==> config.mk <==
export PLATFORM = sky130hd
export DESIGN_NAME = ex_mem_pipeline_reg_flat
export DESIGN_NICKNAME = d
export VERILOG_FILES = /design/src/rtl/ex_mem_pipeline_reg_pkg.sv /design/src/rtl/ex_mem_pipeline_reg_if.sv /design/src/rtl/ex_mem_pipeline_reg_pipe_ctrl.sv /design/src/rtl/ex_mem_pipeline_reg.sv /design/src/flat_wrapper.sv
export SDC_FILE = /design/constraint.sdc
export NUM_CORES = 1
export LEC_CHECK = 0
export CAP_MARGIN = 20
export CORE_MARGIN = 5
export CORE_UTILIZATION = 45
export CTS_CLUSTER_SIZE = 8
export DETAILED_ROUTE_END_ITERATION = 7
export PLACE_DENSITY = 0.86
export SYNTH_ARGS = -nofsm -noshare
export SYNTH_HDL_FRONTEND = slang
export SYNTH_SLANG_ARGS = --single-unit
==> constraint.sdc <==
create_clock -name i_clk -period 3.76 [get_ports i_clk]
set_clock_uncertainty 0.1 [all_clocks]
set_input_delay 0.752 -clock i_clk [delete_from_list [all_inputs] [get_ports i_clk]]
set_output_delay 0.752 -clock i_clk [all_outputs]
set_load 0.02 [all_outputs]
==> src/rtl/ex_mem_pipeline_reg_pkg.sv <==
// ---------------------------------------------------------------------------
// ex_mem_pipeline_reg_pkg
// Shared definitions for the pipeline registers (ID/EX, EX/MEM, MEM/WB):
//   - default field widths
//   - ctrl_t : control bundle {valid, regWrite, memRead, memWrite, memToReg}
//   - BUBBLE : all-zero control bundle loaded on flush / invalid slots
//   - make_ctrl() : builds a bundle, collapsing to BUBBLE when not valid
// ---------------------------------------------------------------------------
package ex_mem_pipeline_reg_pkg;

    localparam int DATA_W_DEF = 32;
    localparam int REG_W_DEF  = 5;
    localparam int CNT_W_DEF  = 32;

    typedef struct packed {
        logic valid;
        logic regWrite;
        logic memRead;
        logic memWrite;
        logic memToReg;
    } ctrl_t;

    localparam int    CTRL_W = $bits(ctrl_t);
    localparam ctrl_t BUBBLE = '0;

    // An invalid slot must never carry side-effecting control bits, so the
    // whole bundle collapses to BUBBLE rather than just clearing valid.
    function automatic ctrl_t make_ctrl(input logic valid,
                                        input logic regWrite,
                                        input logic memRead,
                                        input logic memWrite,
                                        input logic memToReg);
        ctrl_t c;
        if (!valid) begin
            c = BUBBLE;
        end else begin
            c.valid    = 1'b1;
            c.regWrite = regWrite;
            c.memRead  = memRead;
            c.memWrite = memWrite;
            c.memToReg = memToReg;
        end
        return c;
    endfunction

endpackage

==> src/rtl/ex_mem_pipeline_reg_if.sv <==
// ---------------------------------------------------------------------------
// ex_mem_pipeline_reg_if
// Bundles the EX-side inputs (stall/flush, ID_EX control, datapath fields)
// and the registered EX/MEM outputs of the EX/MEM pipeline register.
//   master : the surrounding pipeline (drives EX side, observes EX/MEM side)
//   slave  : the EX/MEM register itself
// ---------------------------------------------------------------------------
interface ex_mem_pipeline_reg_if #(
    parameter int DATA_W = ex_mem_pipeline_reg_pkg::DATA_W_DEF,
    parameter int REG_W  = ex_mem_pipeline_reg_pkg::REG_W_DEF,
    parameter int CNT_W  = ex_mem_pipeline_reg_pkg::CNT_W_DEF
) ();

    // EX side
    logic              stall;
    logic              flush;
    logic              ID_EX_valid;
    logic              ID_EX_regWrite;
    logic              ID_EX_memRead;
    logic              ID_EX_memWrite;
    logic              ID_EX_memToReg;
    logic [DATA_W-1:0] ALU_result;
    logic [DATA_W-1:0] store_data;
    logic [REG_W-1:0]  EX_rd;
    logic [REG_W-1:0]  EX_rt;

    // EX/MEM side
    logic              EX_MEM_valid;
    logic              EX_MEM_regWrite;
    logic              EX_MEM_memRead;
    logic              EX_MEM_memWrite;
    logic              EX_MEM_memToReg;
    logic [DATA_W-1:0] EX_MEM_aluResult;
    logic [DATA_W-1:0] EX_MEM_storeData;
    logic [REG_W-1:0]  EX_MEM_rd;
    logic [REG_W-1:0]  EX_MEM_rt;
    logic [CNT_W-1:0]  valid_count;

    modport master (
        output stall, flush,
        output ID_EX_valid, ID_EX_regWrite, ID_EX_memRead, ID_EX_memWrite, ID_EX_memToReg,
        output ALU_result, store_data, EX_rd, EX_rt,
        input  EX_MEM_valid, EX_MEM_regWrite, EX_MEM_memRead, EX_MEM_memWrite, EX_MEM_memToReg,
        input  EX_MEM_aluResult, EX_MEM_storeData, EX_MEM_rd, EX_MEM_rt, valid_count
    );

    modport slave (
        input  stall, flush,
        input  ID_EX_valid, ID_EX_regWrite, ID_EX_memRead, ID_EX_memWrite, ID_EX_memToReg,
        input  ALU_result, store_data, EX_rd, EX_rt,
        output EX_MEM_valid, EX_MEM_regWrite, EX_MEM_memRead, EX_MEM_memWrite, EX_MEM_memToReg,
        output EX_MEM_aluResult, EX_MEM_storeData, EX_MEM_rd, EX_MEM_rt, valid_count
    );

endinterface

==> src/rtl/ex_mem_pipeline_reg_pipe_ctrl.sv <==
// ---------------------------------------------------------------------------
// pipe_ctrl_reg
// Parameterised control-bundle flop shared by the pipeline registers.
// Per-edge priority: reset > flush > stall > load. Both reset and flush load
// the all-zero bubble.
// Ports:
//   i_clk, i_reset : clock, synchronous active-high reset
//   i_stall        : hold current contents
//   i_flush        : load bubble (overrides stall)
//   i_d            : next control bundle
//   o_q            : registered control bundle
// ---------------------------------------------------------------------------
module pipe_ctrl_reg
    import ex_mem_pipeline_reg_pkg::*;
#(
    parameter int W = CTRL_W
) (
    input  logic         i_clk,
    input  logic         i_reset,
    input  logic         i_stall,
    input  logic         i_flush,
    input  logic [W-1:0] i_d,
    output logic [W-1:0] o_q
);

    logic [W-1:0] r_q;

    always_ff @(posedge i_clk) begin
        if (i_reset)       r_q <= '0;
        else if (i_flush)  r_q <= '0;
        else if (!i_stall) r_q <= i_d;
    end

    assign o_q = r_q;

endmodule

==> src/rtl/ex_mem_pipeline_reg.sv <==
// ---------------------------------------------------------------------------
// ex_mem_pipeline_reg
// EX/MEM pipeline register. Captures the ALU result, store data, rd/rt and
// the control bundle each edge, with reset > flush > stall > load priority,
// and counts valid instructions handed to MEM.
// Ports:
//   i_clk   : clock, all state on rising edge
//   i_reset : synchronous active-high reset (clears everything incl. count)
//   bus     : ex_mem_pipeline_reg_if.slave -- stall/flush, EX inputs,
//             registered EX/MEM outputs and valid_count
// EX_MEM_regWrite/EX_MEM_rd feed forwarding; EX_MEM_rt goes on to MEM/WB.
// All outputs come straight from flops.
// ---------------------------------------------------------------------------
module ex_mem_pipeline_reg
    import ex_mem_pipeline_reg_pkg::*;
#(
    parameter int DATA_W = DATA_W_DEF,
    parameter int REG_W  = REG_W_DEF,
    parameter int CNT_W  = CNT_W_DEF
) (
    input  logic                  i_clk,
    input  logic                  i_reset,
    ex_mem_pipeline_reg_if.slave  bus
);

    ctrl_t             w_ctrl_d;
    logic [CTRL_W-1:0] w_ctrl_q;
    ctrl_t             w_ctrl;
    logic [REG_W-1:0]  w_rd_d;
    logic [REG_W-1:0]  w_rt_d;
    logic              w_load_valid;

    logic [DATA_W-1:0] r_aluResult;
    logic [DATA_W-1:0] r_storeData;
    logic [REG_W-1:0]  r_rd;
    logic [REG_W-1:0]  r_rt;
    logic [CNT_W-1:0]  r_count;

    // Invalid slots become bubbles; rd/rt are zeroed too so a bubble can
    // never match in the forwarding or load-hazard comparators. rd=0 from a
    // valid instruction is passed through untouched.
    assign w_ctrl_d = make_ctrl(bus.ID_EX_valid, bus.ID_EX_regWrite,
                                bus.ID_EX_memRead, bus.ID_EX_memWrite,
                                bus.ID_EX_memToReg);
    assign w_rd_d   = bus.ID_EX_valid ? bus.EX_rd : '0;
    assign w_rt_d   = bus.ID_EX_valid ? bus.EX_rt : '0;

    pipe_ctrl_reg #(.W(CTRL_W)) u_ctrl (
        .i_clk   (i_clk),
        .i_reset (i_reset),
        .i_stall (bus.stall),
        .i_flush (bus.flush),
        .i_d     (w_ctrl_d),
        .o_q     (w_ctrl_q)
    );

    assign w_ctrl = ctrl_t'(w_ctrl_q);

    // Datapath fields: same priority as the control bundle. Flush zeroes the
    // data too so a bubble is fully deterministic.
    always_ff @(posedge i_clk) begin
        if (i_reset || bus.flush) begin
            r_aluResult <= '0;
            r_storeData <= '0;
            r_rd        <= '0;
            r_rt        <= '0;
        end else if (!bus.stall) begin
            r_aluResult <= bus.ALU_result;
            r_storeData <= bus.store_data;
            r_rd        <= w_rd_d;
            r_rt        <= w_rt_d;
        end
    end

    // Counts only real instructions actually loaded (not stalled/flushed);
    // wraps naturally at 2^CNT_W.
    assign w_load_valid = !bus.flush && !bus.stall && bus.ID_EX_valid;

    always_ff @(posedge i_clk) begin
        if (i_reset)           r_count <= '0;
        else if (w_load_valid) r_count <= r_count + {{(CNT_W-1){1'b0}}, 1'b1};
    end

    assign bus.EX_MEM_valid     = w_ctrl.valid;
    assign bus.EX_MEM_regWrite  = w_ctrl.regWrite;
    assign bus.EX_MEM_memRead   = w_ctrl.memRead;
    assign bus.EX_MEM_memWrite  = w_ctrl.memWrite;
    assign bus.EX_MEM_memToReg  = w_ctrl.memToReg;
    assign bus.EX_MEM_aluResult = r_aluResult;
    assign bus.EX_MEM_storeData = r_storeData;
    assign bus.EX_MEM_rd        = r_rd;
    assign bus.EX_MEM_rt        = r_rt;
    assign bus.valid_count      = r_count;

endmodule

==> src/flat_wrapper.sv <==
// flat-port wrapper written by rule: the top's interface ports become plain ports
module ex_mem_pipeline_reg_flat import ex_mem_pipeline_reg_pkg::*;
#(
    parameter int DATA_W = DATA_W_DEF,
    parameter int REG_W  = REG_W_DEF,
    parameter int CNT_W  = CNT_W_DEF
)
  (i_clk, i_reset, bus_stall, bus_flush, bus_ID_EX_valid, bus_ID_EX_regWrite, bus_ID_EX_memRead, bus_ID_EX_memWrite, bus_ID_EX_memToReg, bus_ALU_result, bus_store_data, bus_EX_rd, bus_EX_rt, bus_EX_MEM_valid, bus_EX_MEM_regWrite, bus_EX_MEM_memRead, bus_EX_MEM_memWrite, bus_EX_MEM_memToReg, bus_EX_MEM_aluResult, bus_EX_MEM_storeData, bus_EX_MEM_rd, bus_EX_MEM_rt, bus_valid_count);
  ex_mem_pipeline_reg_if #(.DATA_W(DATA_W), .REG_W(REG_W), .CNT_W(CNT_W)) bus_i ();
  input  logic i_clk;
  input  logic i_reset;
  input wire logic [$bits(bus_i.stall)-1:0] bus_stall;
  input wire logic [$bits(bus_i.flush)-1:0] bus_flush;
  input wire logic [$bits(bus_i.ID_EX_valid)-1:0] bus_ID_EX_valid;
  input wire logic [$bits(bus_i.ID_EX_regWrite)-1:0] bus_ID_EX_regWrite;
  input wire logic [$bits(bus_i.ID_EX_memRead)-1:0] bus_ID_EX_memRead;
  input wire logic [$bits(bus_i.ID_EX_memWrite)-1:0] bus_ID_EX_memWrite;
  input wire logic [$bits(bus_i.ID_EX_memToReg)-1:0] bus_ID_EX_memToReg;
  input wire logic [$bits(bus_i.ALU_result)-1:0] bus_ALU_result;
  input wire logic [$bits(bus_i.store_data)-1:0] bus_store_data;
  input wire logic [$bits(bus_i.EX_rd)-1:0] bus_EX_rd;
  input wire logic [$bits(bus_i.EX_rt)-1:0] bus_EX_rt;
  output wire logic [$bits(bus_i.EX_MEM_valid)-1:0] bus_EX_MEM_valid;
  output wire logic [$bits(bus_i.EX_MEM_regWrite)-1:0] bus_EX_MEM_regWrite;
  output wire logic [$bits(bus_i.EX_MEM_memRead)-1:0] bus_EX_MEM_memRead;
  output wire logic [$bits(bus_i.EX_MEM_memWrite)-1:0] bus_EX_MEM_memWrite;
  output wire logic [$bits(bus_i.EX_MEM_memToReg)-1:0] bus_EX_MEM_memToReg;
  output wire logic [$bits(bus_i.EX_MEM_aluResult)-1:0] bus_EX_MEM_aluResult;
  output wire logic [$bits(bus_i.EX_MEM_storeData)-1:0] bus_EX_MEM_storeData;
  output wire logic [$bits(bus_i.EX_MEM_rd)-1:0] bus_EX_MEM_rd;
  output wire logic [$bits(bus_i.EX_MEM_rt)-1:0] bus_EX_MEM_rt;
  output wire logic [$bits(bus_i.valid_count)-1:0] bus_valid_count;
  assign bus_i.stall = bus_stall;
  assign bus_i.flush = bus_flush;
  assign bus_i.ID_EX_valid = bus_ID_EX_valid;
  assign bus_i.ID_EX_regWrite = bus_ID_EX_regWrite;
  assign bus_i.ID_EX_memRead = bus_ID_EX_memRead;
  assign bus_i.ID_EX_memWrite = bus_ID_EX_memWrite;
  assign bus_i.ID_EX_memToReg = bus_ID_EX_memToReg;
  assign bus_i.ALU_result = bus_ALU_result;
  assign bus_i.store_data = bus_store_data;
  assign bus_i.EX_rd = bus_EX_rd;
  assign bus_i.EX_rt = bus_EX_rt;
  assign bus_EX_MEM_valid = bus_i.EX_MEM_valid;
  assign bus_EX_MEM_regWrite = bus_i.EX_MEM_regWrite;
  assign bus_EX_MEM_memRead = bus_i.EX_MEM_memRead;
  assign bus_EX_MEM_memWrite = bus_i.EX_MEM_memWrite;
  assign bus_EX_MEM_memToReg = bus_i.EX_MEM_memToReg;
  assign bus_EX_MEM_aluResult = bus_i.EX_MEM_aluResult;
  assign bus_EX_MEM_storeData = bus_i.EX_MEM_storeData;
  assign bus_EX_MEM_rd = bus_i.EX_MEM_rd;
  assign bus_EX_MEM_rt = bus_i.EX_MEM_rt;
  assign bus_valid_count = bus_i.valid_count;
  ex_mem_pipeline_reg #(.DATA_W(DATA_W), .REG_W(REG_W), .CNT_W(CNT_W)) u_core (.i_clk(i_clk), .i_reset(i_reset), .bus(bus_i));
endmodule
==> metrics.cfg <==
[route]
drc = 0
wirelength_mm = 12.03
wire_per_inst_um = 16.05
drt_iter0_drc = 146
vias_per_cell = 5.172
ant_nets = 0
dr_total_vias = 3879
drt_pass1_iterations = 4

[clock_network]
clockBufferDepth = 2
clk_latency_ns = 0.36
postCtsSetupBuffers = 0
htreeDepth = 3
post_cts_resized = 0
clock-sinks = 111
cts_buffers = 9
cts-root-buf = clkbuf_8
path_clk_slew_ns = 0.11
holdBufCountCts = 0
cts_tree = built

[layout]
nFillCells = 698
final_nets = 701
n_antenna_cell = 0
syn2layout_area_growth_pct = 52.11
drive_above_1_share = 0.04831
multi_input_area_sq_mm = 0.001921
regArea_sq_mm = 0.002222
final_cell_count_no_fill = 750
final_cell_mix = clkdlybuf4s50_1, dfxtp_1, nor2_1, mux2i_1, a21oi_1
layout_commonest_cell = clkdlybuf4s50_1
final_util = 0.7028

[logic_synthesis]
async_reset_ff_frac = 0
yosys_warnings = 0
syn-instance-count = 436
ys.flop_type = dfxtp_1
synth_edf_count = 0
synthesis.area_sq_mm = 0.004269
ys_seq_area_frac = 0.5205
ys_types = 37
synth-seq-cells = 111
synth_nets = 520
avgSynthCellArea_sq_um = 9.792

[grt]
grt_max_degree = 76
grt_usage = 0.2052
grt_pass1_vias = 3905
grt_pass1_wl_mm = 19.13
overflow = 0
antenna_found_initial = 0

[timing]
hold_viol = 0
period_share = 0.6819
fin_ws_ns = 1.196
fmax_ghz = 0.3900
setup_tns_ns = 0
worst_pin_slew_ns = 0.8171
period_minus_slack_ns = 2.564
setup_viol = 0
slew_viol_final = 0
grt_setup_unrepaired = false
slew_headroom = 0.4553

[worst_setup_path]
worstPathArrival_ns = 2.76
slowest_stage = clkdlybuf4s50_1
worstSetupPathType = in -> reg
end_kind = register
crit_chain = clkdlybuf4s50_1 > nor3b_2 > nand4_1 > or4_1 > a21oi_1
start_kind = input port
slowest_delay_ns = 0.55
worst-path-max-fanout = 12
required_ns = 3.96

[outcome]
status = completed

[floorplanning]
start_util = 0.4620
die-area_sq_mm = 0.01153
core_area_sq_mm = 0.009240
ioPinCount = 194
rows = 35
fp.dieH_um = 107.4
die_w_um = 107.4

[power]
switchingPower_w = 0.0005387
intPower_w = 0.001694
clock_power_share = 0.328
combinationalPowerShare = 0.127
irDropWorstVdd_uv = 257.2
power.leakage_nw = 2.446
power.density_mw_per_mm2 = 343.9
p_seq_frac = 0.545
swShare = 0.2413

[placement]
dp.cells = 735
globalplace.congestion = 0.8352
portBuffers = 193
dp_hpwl_mm = 9.120
pre_cts_ws_ns = 0.8620

[run]
max_cap_violations = 0

[min_path]
hold_path_class = reg -> reg

==> area by class of cell <==
| type | instances | share of cell area |
|---|---|---|
| clock buffers | 10 | 0.02119 |
| clock inverters | 5 | 0.01002 |
| inverters | 4 | 0.002312 |
| multi-input cells | 294 | 0.2958 |
| flip-flops and latches | 111 | 0.3422 |
| well taps | 129 | 0.02486 |
| repair buffers | 197 | 0.3037 |
==> kinds of logic (layout without fill, tap and decap cells) <==
logic type / Yosys count / in the layout / synth area share
buf+inv: 31 / 216 / 0.02960
simple gates: 163 / 163 / 0.1926
xor+xnor: 10 / 10 / 0.02051
compound gates: 53 / 53 / 0.07620
mux: 67 / 67 / 0.1577
flops: 111 / 111 / 0.5205
fa+ha+maj: 1 / 1 / 0.002930
==> critical path, delay by kind of cell <==
family	cells	cell delay [ns]
and+or+nand+nor	3	1.31
buffers and inverters	1	0.55
AOI/OAI and AO/OA	1	0.15
==> worst paths after layout <==
path,start,cells past startpoint,to,slack (ns)
hold reg to reg,u_core.bus.valid_count[31],2,u_core.bus.valid_count[31],0.39
setup / recovery,bus_ID_EX_valid,5,u_core.bus.valid_count[19],1.20
hold / removal,u_core.bus.valid_count[31],2,u_core.bus.valid_count[31],0.39
setup reg to reg,u_core.bus.valid_count[0],5,u_core.bus.valid_count[26],1.56
==> flip-flops by register name, indices dropped and copies added, names as in the netlist <==
| register | cells |
|---|---|
| u_core.bus.EX_MEM_storeData | 32 |
| u_core.bus.EX_MEM_aluResult | 32 |
| u_core.u_ctrl.o_q | 5 |
| u_core.bus.valid_count | 32 |
| u_core.bus.EX_MEM_rt | 5 |
| u_core.bus.EX_MEM_rd | 5 |
==> routing by layer <==
metal	GRT usage	share of wire
met1	0.2265	0.38
met2	0.3512	0.48
met5	0	0
met4	0.05320	0.013
met3	0.1020	0.12
==> through the flow <==
| stage | hold slack (ns) | total power [W] | cell area (sq um) |
|---|---|---|---|
| 2_1_floorplan | 0.4511 | 0.001367 | 4269 |
| 3_3_place_gp | 0.3736 | 0.001522 | 6291 |
| 3_5_place_dp | 0.3781 | 0.001528 | 6291 |
| 4_1_cts | 0.3900 | 0.002247 | 6494 |
| 5_1_grt | 0.4072 | 0.002330 | 6494 |
| 6_report | 0.3918 | 0.002233 | 6494 |
==> power groups by stage <==
stage,Clock (W),Combinational (W),Sequential (W)
2_1_floorplan,0,0.0000928,0.00127
6_report,0.000733,0.000283,0.00122
4_1_cts,0.000744,0.000286,0.00122
5_1_grt,0.000805,0.000304,0.00122
3_3_place_gp,0,0.000280,0.00124
3_5_place_dp,0,0.000285,0.00124
==> Yosys cell counts, types with 2 or more instances <==
cell / count / share of area
a21oi_1: 20 / 0.023
and3_1: 5 / 0.0073
nor2b_1: 3 / 0.0044
o31ai_1: 10 / 0.018
a22oi_1: 14 / 0.025
xor2_1: 4 / 0.0082
nand3_1: 10 / 0.012
clkbuf_1: 16 / 0.014
buf_2: 2 / 0.0023
or4_1: 10 / 0.018
mux2_2: 2 / 0.0053
xnor2_1: 6 / 0.012
inv_1: 4 / 0.0035
nor2_1: 92 / 0.081
nand4_2: 2 / 0.0059
nor3_1: 2 / 0.0023
buf_1: 8 / 0.0070
and4b_1: 2 / 0.0047
nand2_1: 9 / 0.0079
nand4_1: 7 / 0.010
nor4_1: 2 / 0.0029
o21ai_0: 9 / 0.011
mux2i_1: 65 / 0.15
or3_1: 9 / 0.013
dfxtp_1: 111 / 0.52
Power figures use the tool's default switching activity.
==> edit 1: new RTL, same flow settings <==
Change the package constant `DATA_W_DEF` from 32 to 16.
--- a/src/rtl/ex_mem_pipeline_reg_pkg.sv
+++ b/src/rtl/ex_mem_pipeline_reg_pkg.sv
@@ -8,7 +8,7 @@
 // ---------------------------------------------------------------------------
 package ex_mem_pipeline_reg_pkg;
 
-    localparam int DATA_W_DEF = 32;
+    localparam int DATA_W_DEF = 16;
     localparam int REG_W_DEF  = 5;
     localparam int CNT_W_DEF  = 32;
 
Interface: changed (resized bus_ALU_result, bus_EX_MEM_aluResult, bus_EX_MEM_storeData and bus_store_data); port bits go from 194 to 130. The function was not compared with the original's and may differ.
==> edit 1 against the original RTL <==
Count of clock-buffer cells in the layout unchanged; worst hold slack better by 0.0050 ns; sequential cell count down 32; clock power up 3.1%; cell area down 27%; register-to-register slack worse by 0.11 ns; worst setup slack worse by 0.025 ns; routed wire length down 28%; area after synthesis down 26%; power down 20%; global-route usage down 0.46 points; via count down 23%; critical endpoint is now u_core.bus.valid_count[26]$_SDFFE_PP0P_.
==> edit 1: results (changes against the original RTL) <==
- The sequential cell count came to 79 (-29%).
- The largest net degree at the start of global routing came to 48 (-37%).
- The die footprint is 0.00880 mm² (-24%).
- The multi-input logic portion of the cell area is 0.310 (+0.0138).
- The via count is 2987 (-23%).
- The post-place setup slack is 0.828 ns (-0.0337 ns).
- The estimated wirelength of the detail-placed design is 6420 µm (-30%).
- The non-clock buffer instance count of the final layout came to 132 (-33%).
- The post-synthesis cell type count came to 32 (-14%).
- The net count reported at finish is 506 (-28%).
- The number of global-route vias before repair came to 2940 (-25%).
- The violation count after the first detailed-route iteration came to 108 (-26%).
- The worst hold slack is 0.397 ns (+0.00503 ns).
- The sequential area share after synthesis came to 0.500 (-0.0203).
- The synthesized net count came to 384 (-26%).
- The final setup slack of the worst path is 1.17 ns (-0.0249 ns).
- The routed length per placed instance is 15.7 µm (-2.4%).
- The count of non-filler cells in the finished layout came to 554 (-26%).
- The count of port buffers added during placement is 129 (-33%).
- The non-clock buffering overhead in the final layout came to 0.276 (-0.0276).
- The slew at the pin closest to its max-slew limit is 0.875 ns (+0.0575 ns).
- Counting instances in the post-synthesis netlist gives the leading cell types as 79 x sky130_fd_sc_hd__dfxtp_1, 62 x sky130_fd_sc_hd__nor2_1, 33 x sky130_fd_sc_hd__mux2i_1, 19 x sky130_fd_sc_hd__a21oi_1, 15 x sky130_fd_sc_hd__clkbuf_1.
- The number of signal-net inverters in the final layout is 5 (+1).
- The register clock-pin slew on the reported worst setup and hold paths is 0.08 ns (-0.03 ns).
- The count of mapped cells out of synthesis is 332 (-24%).
- The fraction of final layout cells sized beyond drive strength 1 is 0.0502 (+0.00191).
- The slowest stage cell on the critical path is sky130_fd_sc_hd__clkdlybuf4s50_1.
- The number of fillers in the final layout is 541 (-22%).
- The leakage power summed over all cells is 1.67 nW (-32%).
- The placed standard-cell area is 0.00450 mm² (-29%).
- The clock network area share is 0.0515 (+0.0203).
- The maximum fanout encountered on the critical timing path is 10 (-2).
- The maximum vdd drop is 0.331 mV (+28%).
- The run finished with clean final reports.
- The net switching fraction of the power is 0.215 (-0.0264).
- The wire length of the first global-routing pass is 13800 µm (-28%).
- The number of multi-input combinational cells in the layout came to 227 (-23%).
- The delay of the slowest cell on the worst path was 0.59 ns (+0.04 ns).
[edit 1: changes by cell type after synthesis, sizes merged, moves of 3 or more]
cell | unedited run | this run
and3 | 5 | 1
buf | 11 | 6
dfxtp | 111 | 79
mux2i | 65 | 33
nand3 | 10 | 7
nor2 | 92 | 62
xnor2 | 6 | 9
[edit 1: power by group through the flow]
stage               Clock [mW]  Sequential [mW]  Combinational (mW)
floorplan                    0            0.898              0.0586
global placement             0            0.879               0.169
detailed placement           0            0.880               0.172
CTS                      0.771            0.860               0.173
global route             0.807            0.863               0.184
finish                   0.756            0.860               0.171
[edit 1: path summary, 6_finish.rpt]
path                                                                   from                                           to  cells past startpoint
worst max-delay path                                        bus_ID_EX_valid      u_core.bus.valid_count[26]$_SDFFE_PP0P_                      5
worst min-delay path            u_core.bus.EX_MEM_aluResult[6]$_SDFFE_PP0N_  u_core.bus.EX_MEM_aluResult[6]$_SDFFE_PP0N_                      2
worst max register to register       u_core.bus.valid_count[0]$_SDFFE_PP0P_      u_core.bus.valid_count[26]$_SDFFE_PP0P_                      5
worst min register to register  u_core.bus.EX_MEM_aluResult[6]$_SDFFE_PP0N_  u_core.bus.EX_MEM_aluResult[6]$_SDFFE_PP0N_                      2
[edit 1: routing by layer]
metal,vias up,routed length (µm),track usage
li1,1434,-,-
met1,1422,3370,0.216
met2,120,4020,0.323
met3,11,1150,0.117
met4,0,141,0.0770
met5,-,0,0
[edit 1: cell families (layout without fill, tap and decap cells)]
family	count (synthesis)	in the layout	synth area share
AND/OR/NAND/NOR	129	129	0.218
adder cells (fa/ha/maj)	1	1	0.00396
buffers and inverters	26	152	0.0356
multiplexers	34	34	0.108
XOR/XNOR	12	12	0.0332
AO/OA/AOI/OAI	51	51	0.101
flip-flops	79	79	0.500
==> edit 2: new RTL, same flow settings <==
Without the edit above. Reset style: asynchronous (`i_reset`), changed in 2 clocked blocks. Comments in the files are not updated.
--- a/src/rtl/ex_mem_pipeline_reg_pipe_ctrl.sv
+++ b/src/rtl/ex_mem_pipeline_reg_pipe_ctrl.sv
@@ -25,7 +25,7 @@
 
     logic [W-1:0] r_q;
 
-    always_ff @(posedge i_clk) begin
+    always_ff @(posedge i_clk or posedge i_reset) begin
         if (i_reset)       r_q <= '0;
         else if (i_flush)  r_q <= '0;
         else if (!i_stall) r_q <= i_d;
--- a/src/rtl/ex_mem_pipeline_reg.sv
+++ b/src/rtl/ex_mem_pipeline_reg.sv
@@ -76,7 +76,7 @@
     // wraps naturally at 2^CNT_W.
     assign w_load_valid = !bus.flush && !bus.stall && bus.ID_EX_valid;
 
-    always_ff @(posedge i_clk) begin
+    always_ff @(posedge i_clk or posedge i_reset) begin
         if (i_reset)           r_count <= '0;
         else if (w_load_valid) r_count <= r_count + {{(CNT_W-1){1'b0}}, 1'b1};
     end
Formal check against the unedited RTL: differs if i_reset is asserted again (counterexample within 4 cycles, from zero or initial values and one cycle with i_reset high); with i_reset held inactive, the same outputs for 10 cycles.
==> edit 2 against the original RTL <==
Synthesized cell count decreased by 8.9%; sequential cell count stayed put; area after synthesis fell by 0.91%; worst setup slack worse by 0.29 ns; power grew 11%; routed wire length is 3.4% lower; cell area shrank 0.37%; fmax is 10% lower; first-iteration DRC count fell by 35%.
==> edit 2: results (changes against the original RTL) <==
- The placed standard-cell area is 0.00625 mm² (-0.64%).
- The net count reported at finish is 669 (-4.6%).
- The share of synthesized registers carrying an async set or reset is 0.333 (+0.333).
- The global-route met1 utilization was 0.223 (-0.00394).
- The global-route track usage on met3 was 0.107 (+0.00518).
- The met2 usage was 0.351 (about the same).
- The number of multi-input combinational cells in the layout was 259 (-12%).
- The cell total after placement is 685 (-6.8%).
- The estimated wirelength of the detail-placed design is 8910 µm (-2.3%).
- The worst hold path terminates at u_core.bus.valid_count[31]$_DFFE_PP0P_.
- The post-place setup slack is 0.548 ns (-0.314 ns).
- The launch point of the worst reg-to-reg path is u_core.bus.valid_count[0]$_DFFE_PP0P_.
- The clock group power is 0.756 mW (+3.1%).
- The largest net degree at the start of global routing came to 53 (-30%).
- The xor and xnor area share after synthesis is 0.0642 (+0.0437).
- The post-synthesis cell type count is 28 (-24%).
- The leakage power summed over all cells is 2.72 nW (+11%).
- The hold-critical path depth came to 1 (-1).
- The violation count after the first detailed-route iteration is 95 (-35%).
- The overall track demand over capacity in global routing came to 0.207 (+0.00169).
- The total wire length is 11600 µm (-3.4%).
- The area fraction in compound gates after synthesis came to 0.0254 (-0.0508).
- The non-clock buffer instance count of the final layout is 199 (+1.0%).
- The share of cell area taken by muxes after synthesis is 0.151 (-0.00624).
- The net switching power is 0.655 mW (+22%).
- The wire length of the first global-routing pass is 18800 µm (-1.9%).
- The fraction of final layout cells sized beyond drive strength 1 is 0.0475 (-0.000852).
- The arrival time of data at the critical path endpoint was 3.03 ns (+0.27 ns).
- The power density over cell area was 384 mW/mm² (+12%).
- The flow ran to the end, and the final reports show no timing, DRC or antenna violations.
- The routed length per placed instance is 16.6 µm (+3.4%).
- The most critical setup path has its startpoint at bus_flush.
- The count of mapped cells out of synthesis is 397 (-8.9%).
- The footprint of the multi-input gates is 0.00171 mm² (-11%).
- The non-clock buffering overhead in the final layout is 0.305 (+0.00150).
[edit 2: cell types whose count changed after synthesis, moves of 8 or more]
cell,change
sky130_fd_sc_hd__a21oi_1,-18
sky130_fd_sc_hd__dfrtp_1,+37
sky130_fd_sc_hd__dfxtp_1,-37
sky130_fd_sc_hd__nand2_1,+9
sky130_fd_sc_hd__nor2_1,-8
sky130_fd_sc_hd__o21ai_0,-9
sky130_fd_sc_hd__o31ai_1,-10
sky130_fd_sc_hd__or3_1,-8
sky130_fd_sc_hd__or4_1,-10
sky130_fd_sc_hd__xnor2_1,+11
sky130_fd_sc_hd__xor2_1,+10
[edit 2: cells by family after synthesis]
family	after synthesis
fa+ha+maj	1
simple gates	148
compound gates	15
mux	64
xor+xnor	31
buf+inv	27
flops	111
[edit 2: per-layer routing]
metal	wire length (µm)	vias to the layer above
li1	-	1711
met1	4380	1667
met2	5710	133
met3	1400	12
met4	140	0
met5	0	-
